### src/rtl/friscv_dmem_arbiter.sv
// ----------------------------------------------------------------------------
// friscv_dmem_arbiter
//   Shares the single-port synchronous dmem BRAM between two requesters:
//   requester 0 (core load/store port) and requester 1 (debug/program loader).
//   One transaction is in flight at a time; ties are broken round-robin.
//
// Ports
//   clk, rst_n                 clock, asynchronous active-low reset
//   reqN_valid/ready           request handshake (N = 0, 1)
//   reqN_we/addr/wdata/be      request payload (word address, byte enables)
//   rspN_valid/ready/rdata     response handshake and read data (0 for writes)
//   mem_en/we/addr/wdata       BRAM command (registered)
//   mem_rdata                  BRAM read data, valid one cycle after mem_en
//   busy                       high while a transaction is in progress
//   grant_id                   requester owning the current/last transaction
// ----------------------------------------------------------------------------
module friscv_dmem_arbiter #(
    parameter int ADDR_WIDTH = 10,
    parameter int DATA_WIDTH = 32
) (
    input  logic                    clk,
    input  logic                    rst_n,

    input  logic                    req0_valid,
    output logic                    req0_ready,
    input  logic                    req0_we,
    input  logic [ADDR_WIDTH-1:0]   req0_addr,
    input  logic [DATA_WIDTH-1:0]   req0_wdata,
    input  logic [DATA_WIDTH/8-1:0] req0_be,
    output logic                    rsp0_valid,
    input  logic                    rsp0_ready,
    output logic [DATA_WIDTH-1:0]   rsp0_rdata,

    input  logic                    req1_valid,
    output logic                    req1_ready,
    input  logic                    req1_we,
    input  logic [ADDR_WIDTH-1:0]   req1_addr,
    input  logic [DATA_WIDTH-1:0]   req1_wdata,
    input  logic [DATA_WIDTH/8-1:0] req1_be,
    output logic                    rsp1_valid,
    input  logic                    rsp1_ready,
    output logic [DATA_WIDTH-1:0]   rsp1_rdata,

    output logic                    mem_en,
    output logic [DATA_WIDTH/8-1:0] mem_we,
    output logic [ADDR_WIDTH-1:0]   mem_addr,
    output logic [DATA_WIDTH-1:0]   mem_wdata,
    input  logic [DATA_WIDTH-1:0]   mem_rdata,

    output logic                    busy,
    output logic                    grant_id
);

    localparam int BE_WIDTH = DATA_WIDTH / 8;

    typedef enum logic [1:0] {IDLE, ISSUE, WAIT, RESP} state_t;

    state_t                state;
    logic                  last_grant;
    logic                  lat_we;

    logic                  win_vld;
    logic                  win_id;
    logic                  sel_we;
    logic [ADDR_WIDTH-1:0] sel_addr;
    logic [DATA_WIDTH-1:0] sel_wdata;
    logic [BE_WIDTH-1:0]   sel_be;

    // Winner: the lone requester, or on a tie the one not served last.
    always_comb begin
        win_vld = req0_valid | req1_valid;
        win_id  = (req0_valid && req1_valid) ? ~last_grant : req1_valid;
        sel_we    = win_id ? req1_we    : req0_we;
        sel_addr  = win_id ? req1_addr  : req0_addr;
        sel_wdata = win_id ? req1_wdata : req0_wdata;
        sel_be    = win_id ? req1_be    : req0_be;
    end

    // Ready is the only combinational output; rst_n gating keeps it low while
    // reset is held even though the state already reads IDLE.
    assign req0_ready = rst_n && (state == IDLE) && win_vld && !win_id;
    assign req1_ready = rst_n && (state == IDLE) && win_vld &&  win_id;

    always_ff @(posedge clk or negedge rst_n) begin
        if (!rst_n) begin
            state      <= IDLE;
            last_grant <= 1'b1;
            lat_we     <= 1'b0;
            grant_id   <= 1'b0;
            busy       <= 1'b0;
            mem_en     <= 1'b0;
            mem_we     <= '0;
            mem_addr   <= '0;
            mem_wdata  <= '0;
            rsp0_valid <= 1'b0;
            rsp1_valid <= 1'b0;
            rsp0_rdata <= '0;
            rsp1_rdata <= '0;
        end else begin
            case (state)
                IDLE: begin
                    if (win_vld) begin
                        // Command registers are loaded at accept so the BRAM
                        // sees them exactly during ISSUE.
                        state      <= ISSUE;
                        busy       <= 1'b1;
                        grant_id   <= win_id;
                        last_grant <= win_id;
                        lat_we     <= sel_we;
                        mem_en     <= 1'b1;
                        mem_we     <= sel_we ? sel_be : '0;
                        mem_addr   <= sel_addr;
                        mem_wdata  <= sel_wdata;
                    end
                end
                ISSUE: begin
                    state  <= WAIT;
                    mem_en <= 1'b0;
                    mem_we <= '0;
                end
                WAIT: begin
                    // BRAM output is valid now, one cycle after mem_en.
                    state <= RESP;
                    if (grant_id) begin
                        rsp1_valid <= 1'b1;
                        rsp1_rdata <= lat_we ? '0 : mem_rdata;
                    end else begin
                        rsp0_valid <= 1'b1;
                        rsp0_rdata <= lat_we ? '0 : mem_rdata;
                    end
                end
                RESP: begin
                    if (grant_id ? rsp1_ready : rsp0_ready) begin
                        state      <= IDLE;
                        busy       <= 1'b0;
                        rsp0_valid <= 1'b0;
                        rsp1_valid <= 1'b0;
                    end
                end
                default: state <= IDLE;
            endcase
        end
    end

endmodule

### config.mk
export PLATFORM = sky130hd
export DESIGN_NAME = friscv_dmem_arbiter
export DESIGN_NICKNAME = d
export VERILOG_FILES = /design/src/rtl/friscv_dmem_arbiter.sv
export SDC_FILE = /design/constraint.sdc
export NUM_CORES = 1
export LEC_CHECK = 0
export BUFFER_PORTS_ARGS = -buffer_cell sky130_fd_sc_hd__buf_2
export CAP_MARGIN = 10
export CORE_MARGIN = 2
export CORE_UTILIZATION = 40
export CTS_BUF_LIST = sky130_fd_sc_hd__clkbuf_4 sky130_fd_sc_hd__clkbuf_8 sky130_fd_sc_hd__clkbuf_16
export CTS_CLUSTER_DIAMETER = 80
export DETAILED_ROUTE_END_ITERATION = 8
export PLACE_DENSITY = 0.75
export SLEW_MARGIN = 20
export SYNTH_ARGS = -nofsm -noshare
export SYNTH_HDL_FRONTEND = slang
export SYNTH_SLANG_ARGS = --single-unit
### constraint.sdc
create_clock -name clk -period 1.7 [get_ports clk]
set_clock_uncertainty 0.05 [all_clocks]
set_input_delay 0.255 -clock clk [delete_from_list [all_inputs] [get_ports clk]]
set_output_delay 0.255 -clock clk [all_outputs]
set_load 0.01 [all_outputs]
Word-level counts from Yosys, hierarchy flattened

Cells that the tools add are included.

Muxes and demuxes: 21
Equality and inequality tests: 7
Divide/modulo/power cells: 0
Reductions and logical operators: 18
Order comparisons: 0
Multipliers: 0
$add $sub $neg: 0
Bitwise gates (word level): 3
Shifts and indexed selects: 0

Operators with widths:

| cell                                                                   | number |
|---|---|
| 32-bit two-way mux                                                     | 2 |
| 4-bit two-way mux                                                      | 3 |
| 10-bit two-way mux                                                     | 1 |
| 2-bit AND reduction                                                    | 5 |
| 3-bit AND reduction                                                    | 3 |
| 2-bit inequality test (second input constant)                          | 4 |
| 1-bit one-hot mux with 2 select lines                                  | 4 |
| 2-bit one-hot mux with 4 select lines                                  | 1 |
| 4-bit one-hot mux with 2 select lines                                  | 1 |
| 1-bit two-way mux                                                      | 7 |
| 2-bit nonzero test                                                     | 3 |
| 1-bit logical AND                                                      | 5 |
| 2-bit equality test (second input constant)                            | 2 |
| 2-bit two-way mux                                                      | 2 |
| 2-bit by 1-bit equality test with 1-bit output (second input constant) | 1 |
| 2-bit logical NOT                                                      | 1 |
| 1-bit inverter                                                         | 2 |
| 1-bit logical NOT                                                      | 1 |
| 1-bit OR                                                               | 1 |

Bits in registers: 119
Output and inout port bits: 117
Bits in writable memories: 0
Bits in latches: 0
Input bits: 132
Memories: 0
Word-level logic and storage cells: 62
Bits in read-only memories: 0

Depth between registers and ports, before layout

Depth in word-level cells: 6
Depth in mapped cells: 8
Depth with buffers taken out: 5

Worst setup path before layout

No wires, ideal clock.

Kind: register to register
Start: register state[0]
End: register state[1]
Cell stages (with the launch flop): 7
Arrival time: 1.559 ns
Setup slack: -0.034 ns
Required time: 1.525 ns
Setup time: 0.125 ns
Buffers on the path: 1
Period minus slack after synthesis: 1.734 ns
Cells stage by stage: dfrtp_1 inv_1 ha_1 buf_6 or3b_4 a21boi_4 mux2_4

Word-level cells in the longest chain between the ends: 3
Elaborated cells between the ends (all ways): 8
Classes of those cells: eq/ne (5); mux (1); reduce/logical (2)

Ends and longest elaborated chain:

| item                                                     | line | text |
|---|---|---|
| start: declaration                                       | 58   | `state_t state;` |
| start signal: assignment                                 | 86   | `state <= IDLE;` |
| start signal: assignment                                 | 105  | `state <= ISSUE;` |
| start signal: assignment                                 | 117  | `state <= WAIT;` |
| 2-bit equality test or 2-bit logical NOT (tied branches) | 100  | `case (state)` |
| 2-bit inequality test (no source line)                   | n/a  |  |
| 2-bit AND reduction (no source line)                     | n/a  |  |

Parallel ways exist; a longest one is shown, timed or not.
A chain may end at the register's enable or synchronous reset.

Final worst setup path

Start: register state[1]
End: output port req0_ready

Word-level cells in the longest chain between the ends: 4

Ends and longest elaborated chain:

| item                            | line | text |
|---|---|---|
| 2-bit logical NOT               | 81   | `assign req0_ready = rst_n && (state == IDLE) && win_vld && !win_id;` |
| 1-bit logical AND (3 in series) | 81   |  |
| end: declaration                | 25   | `output logic req0_ready,` |

No other way between the ends.

==> impl_metrics.tcl <==
set metrics [dict create \
    cp.arrival_ns 1.51 \
    dr_total_vias 4728 \
    drive_gt1_share_pct 40.42 \
    avgViaCountPerCell 4.815 \
    status "finished, violations left" \
    synthFlopType "dfrtp_1" \
    final_core_util_pct 58.31 \
    dr.pass1.iters 4 \
    synth_top_family_by_area "compound AO/OA/AOI/OAI gates" \
    pin_count 249 \
    synth_xor_area_share_pct 0 \
    clkTransAtPathRegs_ns 0.05 \
    synthSimpleGateAreaFrac_pct 17.25 \
    synthAdderAreaFrac_pct 0.9926 \
    crit_fanout 3 \
    clockBufferDepth 2 \
    synth-seq-cells 119 \
    worstPathRequired_ns 1.39 \
    fin_ws_ns -0.1169 \
    path_delay_family "flip-flops" \
    final_area_um2 7268 \
    timing.rr.start "state[1]$_DFFE_PN0P_" \
    synth_cell_types 31 \
    cts.sinks 119 \
    violations "setup timing" \
    grt_overflow 0 \
    avgRoutedWirePerCell_um 14.70 \
    critical_path_class "reg -> out" \
    critPathSlowestCell "dfrtp_1" \
    design.core.area_um2 12470 \
    max_stage_delay_ns 0.38 \
    die-width_um 116.3 \
    period_minus_slack_ns 1.817 \
    min-delay-start "req0_wdata[6]" \
    cap_violations 0 \
    dp_hpwl_um 10070 \
    rows 41 \
    grt_start_max_net_pins 92 \
    rsz0062_at_grt "yes" \
    finalHoldWorstSlack_ns 0.02188 \
    cts_tree "yes" \
    dpl_cell_area_um2 6540 \
    antenna_found_initial 1 \
    netlist_area_um2 5042 \
    synth_edf_count 0 \
    worstMarginPinSlew_ns 0.4810 \
    synth-seq-area-share_pct 59.08 \
    dp_cells 938 \
    multi_input_comb_area_um2 1954 \
    slew_headroom_pct 67.93 \
    synthMuxAreaShare_pct 0.4963 \
    nets 933 \
    ir_drop_mv 0.9858 \
    drt_wl_total_um 14430 \
    cts-root-buf "clkbuf_16" \
    instances_no_fill 982 \
    nFillCells 1127 \
    drc 0 \
    avgSynthCellArea_um2 9.338 \
    io_buffer_count 248 \
    r2r-end "state[1]$_DFFE_PN0P_" \
    worstPathBufferInverterCount 3 \
    track_usage_pct 21.55 \
    reg2reg_depth 5 \
    numCtsBuffers 17 \
    min_path_cells 3 \
    grt_pass1_wl_um 22340 \
    first_iter_violations 299 \
    crit_path_end_kind "output port" \
    ys.warnings.count 0 \
    regArea_um2 2979 \
    dieArea_um2 13520 \
    drtAntennaViolNets 0 \
    clk_latency_ns 0.41 \
    syn_nets 676 \
    grt_pass1_vias 4502 \
    leakage_nw 3.735 \
    regToRegSetupSlack_ns 0.06 \
    critPathLaunchType "flop" \
    hold_violations 0 \
    slew_violations 0 \
    hp-class "in -> reg" \
    finalSetupViolations 2 \
    area_delta_synth_final_pct 44.14 \
    syn_inst 540 \
    dieHeight_um 116.3 \
    pre_cts_slack_ns -0.02391 \
    async_flop_share_pct 100.0 \
    cp_common_cell "buf_6" \
    gp_congestion 0.7543 \
    power_density_nw_per_um2 1869 \
    fmax_mhz 550.4 \
    hold_end "mem_wdata[6]$_DFFE_PN0P_" \
    path_cells "inv_2 -> ha_4 -> buf_6 -> o21a_4 -> and3_4 -> buf_6" \
    start_util_pct 40.45 \
    htree_levels 4 \
    fin_crit_sh_pct 106.9 \
    synth_compound_gate_area_share_pct 18.46 \
]
==> cell usage in the layout, fill, tap and decap left out, types with 3 or more instances in the layout <==
cell type | synthesis | layout
clkinvlp_4 | 0 | 3
a221o_1 | 4 | 4
clkbuf_8 | 0 | 3
nand2_1 | 115 | 114
nand2b_1 | 34 | 32
ha_1 | 4 | 3
a31oi_1 | 5 | 5
buf_12 | 0 | 6
dfrtp_1 | 118 | 118
clkinv_2 | 0 | 6
nor2_1 | 45 | 45
buf_2 | 15 | 245
o21ai_0 | 64 | 63
buf_6 | 2 | 4
a21oi_1 | 88 | 87
nor3_1 | 5 | 3
buf_4 | 0 | 19
clkbuf_16 | 0 | 17
==> per-layer routing <==
| layer | wire length [um] | track usage (%) |
|---|---|---|
| met2 | 6894 | 34.81 |
| met5 | 0 | 0 |
| met1 | 5920 | 26.35 |
| met4 | 320 | 8.730 |
| met3 | 1298 | 7.836 |
==> sequential cells by signal (all words and copies together) (netlist names), 2 cells and up <==
name / count
mem_addr: 10
rsp0_rdata: 32
mem_wdata: 32
mem_we: 4
state: 2
rsp1_rdata: 32
==> worst register-to-register path: stages, from the launching register on <==
cell      delay [ns]
dfrtp_1         0.40
inv_2           0.09
ha_4            0.13
or3b_4          0.40
a21boi_4        0.16
mux2_4          0.30
==> final cells by class <==
class	count	share of cell area, %
Tap cell	172	2.961
Clock inverter	9	0.7230
Antenna cell	1	0.03443
Timing Repair Buffer	276	21.62
Inverter	3	0.1549
Sequential cell	119	40.99
Clock buffer	22	6.628
Multi-Input combinational cell	380	26.89
==> power breakdown <==
group / total (mW) / switching, mW / internal (mW)
Sequential: 4.71 / 0.639 / 4.07
Combinational: 5.66 / 3.22 / 2.44
Clock: 3.21 / 1.23 / 1.98
==> cell families after synthesis <==
| group | Yosys count |
|---|---|
| AOI/OAI and AO/OA | 171 |
| and+or+nand+nor | 203 |
| muxes | 2 |
| adders and majority gates | 4 |
| buffers and inverters | 41 |
| DFF | 119 |
==> per-stage QoR <==
stage / power, mW / TNS (ns)
after floorplan: 7.800 / -0.03383
final: 13.59 / -0.1604
after detailed placement: 10.11 / -0.09488
after global placement: 9.972 / -0.1207
after CTS: 13.58 / -0.1632
after global routing: 14.65 / -0.2546
==> worst max path at each step <==
| stage | from | to | slack [ns] | depth (start not counted) |
|---|---|---|---|---|
| 5_1_grt | state[1]$_DFFE_PN0P_ | req0_ready | -0.17 | 6 |
| 2_1_floorplan | state[0]$_DFFE_PN0P_ | state[1]$_DFFE_PN0P_ | -0.03 | 6 |
| 4_1_cts | state[1]$_DFFE_PN0P_ | req0_ready | -0.12 | 6 |
| 3_3_place_gp | state[1]$_DFFE_PN0P_ | mem_we[2]$_DFFE_PN0P_ | -0.03 | 6 |
| 6_report | state[1]$_DFFE_PN0P_ | req0_ready | -0.12 | 6 |
| 3_5_place_dp | state[0]$_DFFE_PN0P_ | mem_we[2]$_DFFE_PN0P_ | -0.02 | 5 |
==> synth_stat cells, drive strengths merged (2+ instances only) <==
master  count  area share [%]
dfrtp     118              59
nand2     115             8.6
a21oi      88             8.7
o21ai      66             6.6
nor2       45             3.3
nand2b     34             4.2
clkbuf     21             1.6
buf        17             1.9
a31oi       5            0.62
nor3        5            0.50
a221o       4            0.79
ha          4            0.99
inv         3            0.22
a21boi      2            0.60
and3        2            0.27
==> timing repair <==
action / in CTS / in global routing
endpoints found under the setup margin: 6 / 36
hold buffers: 1 / 0
resized for setup: 13 / 5
buffers inserted: 7 / 3
endpoints found under the hold margin: 28 / 0
pin swaps: 5 / 2
(Power assumes the default switching activity.)
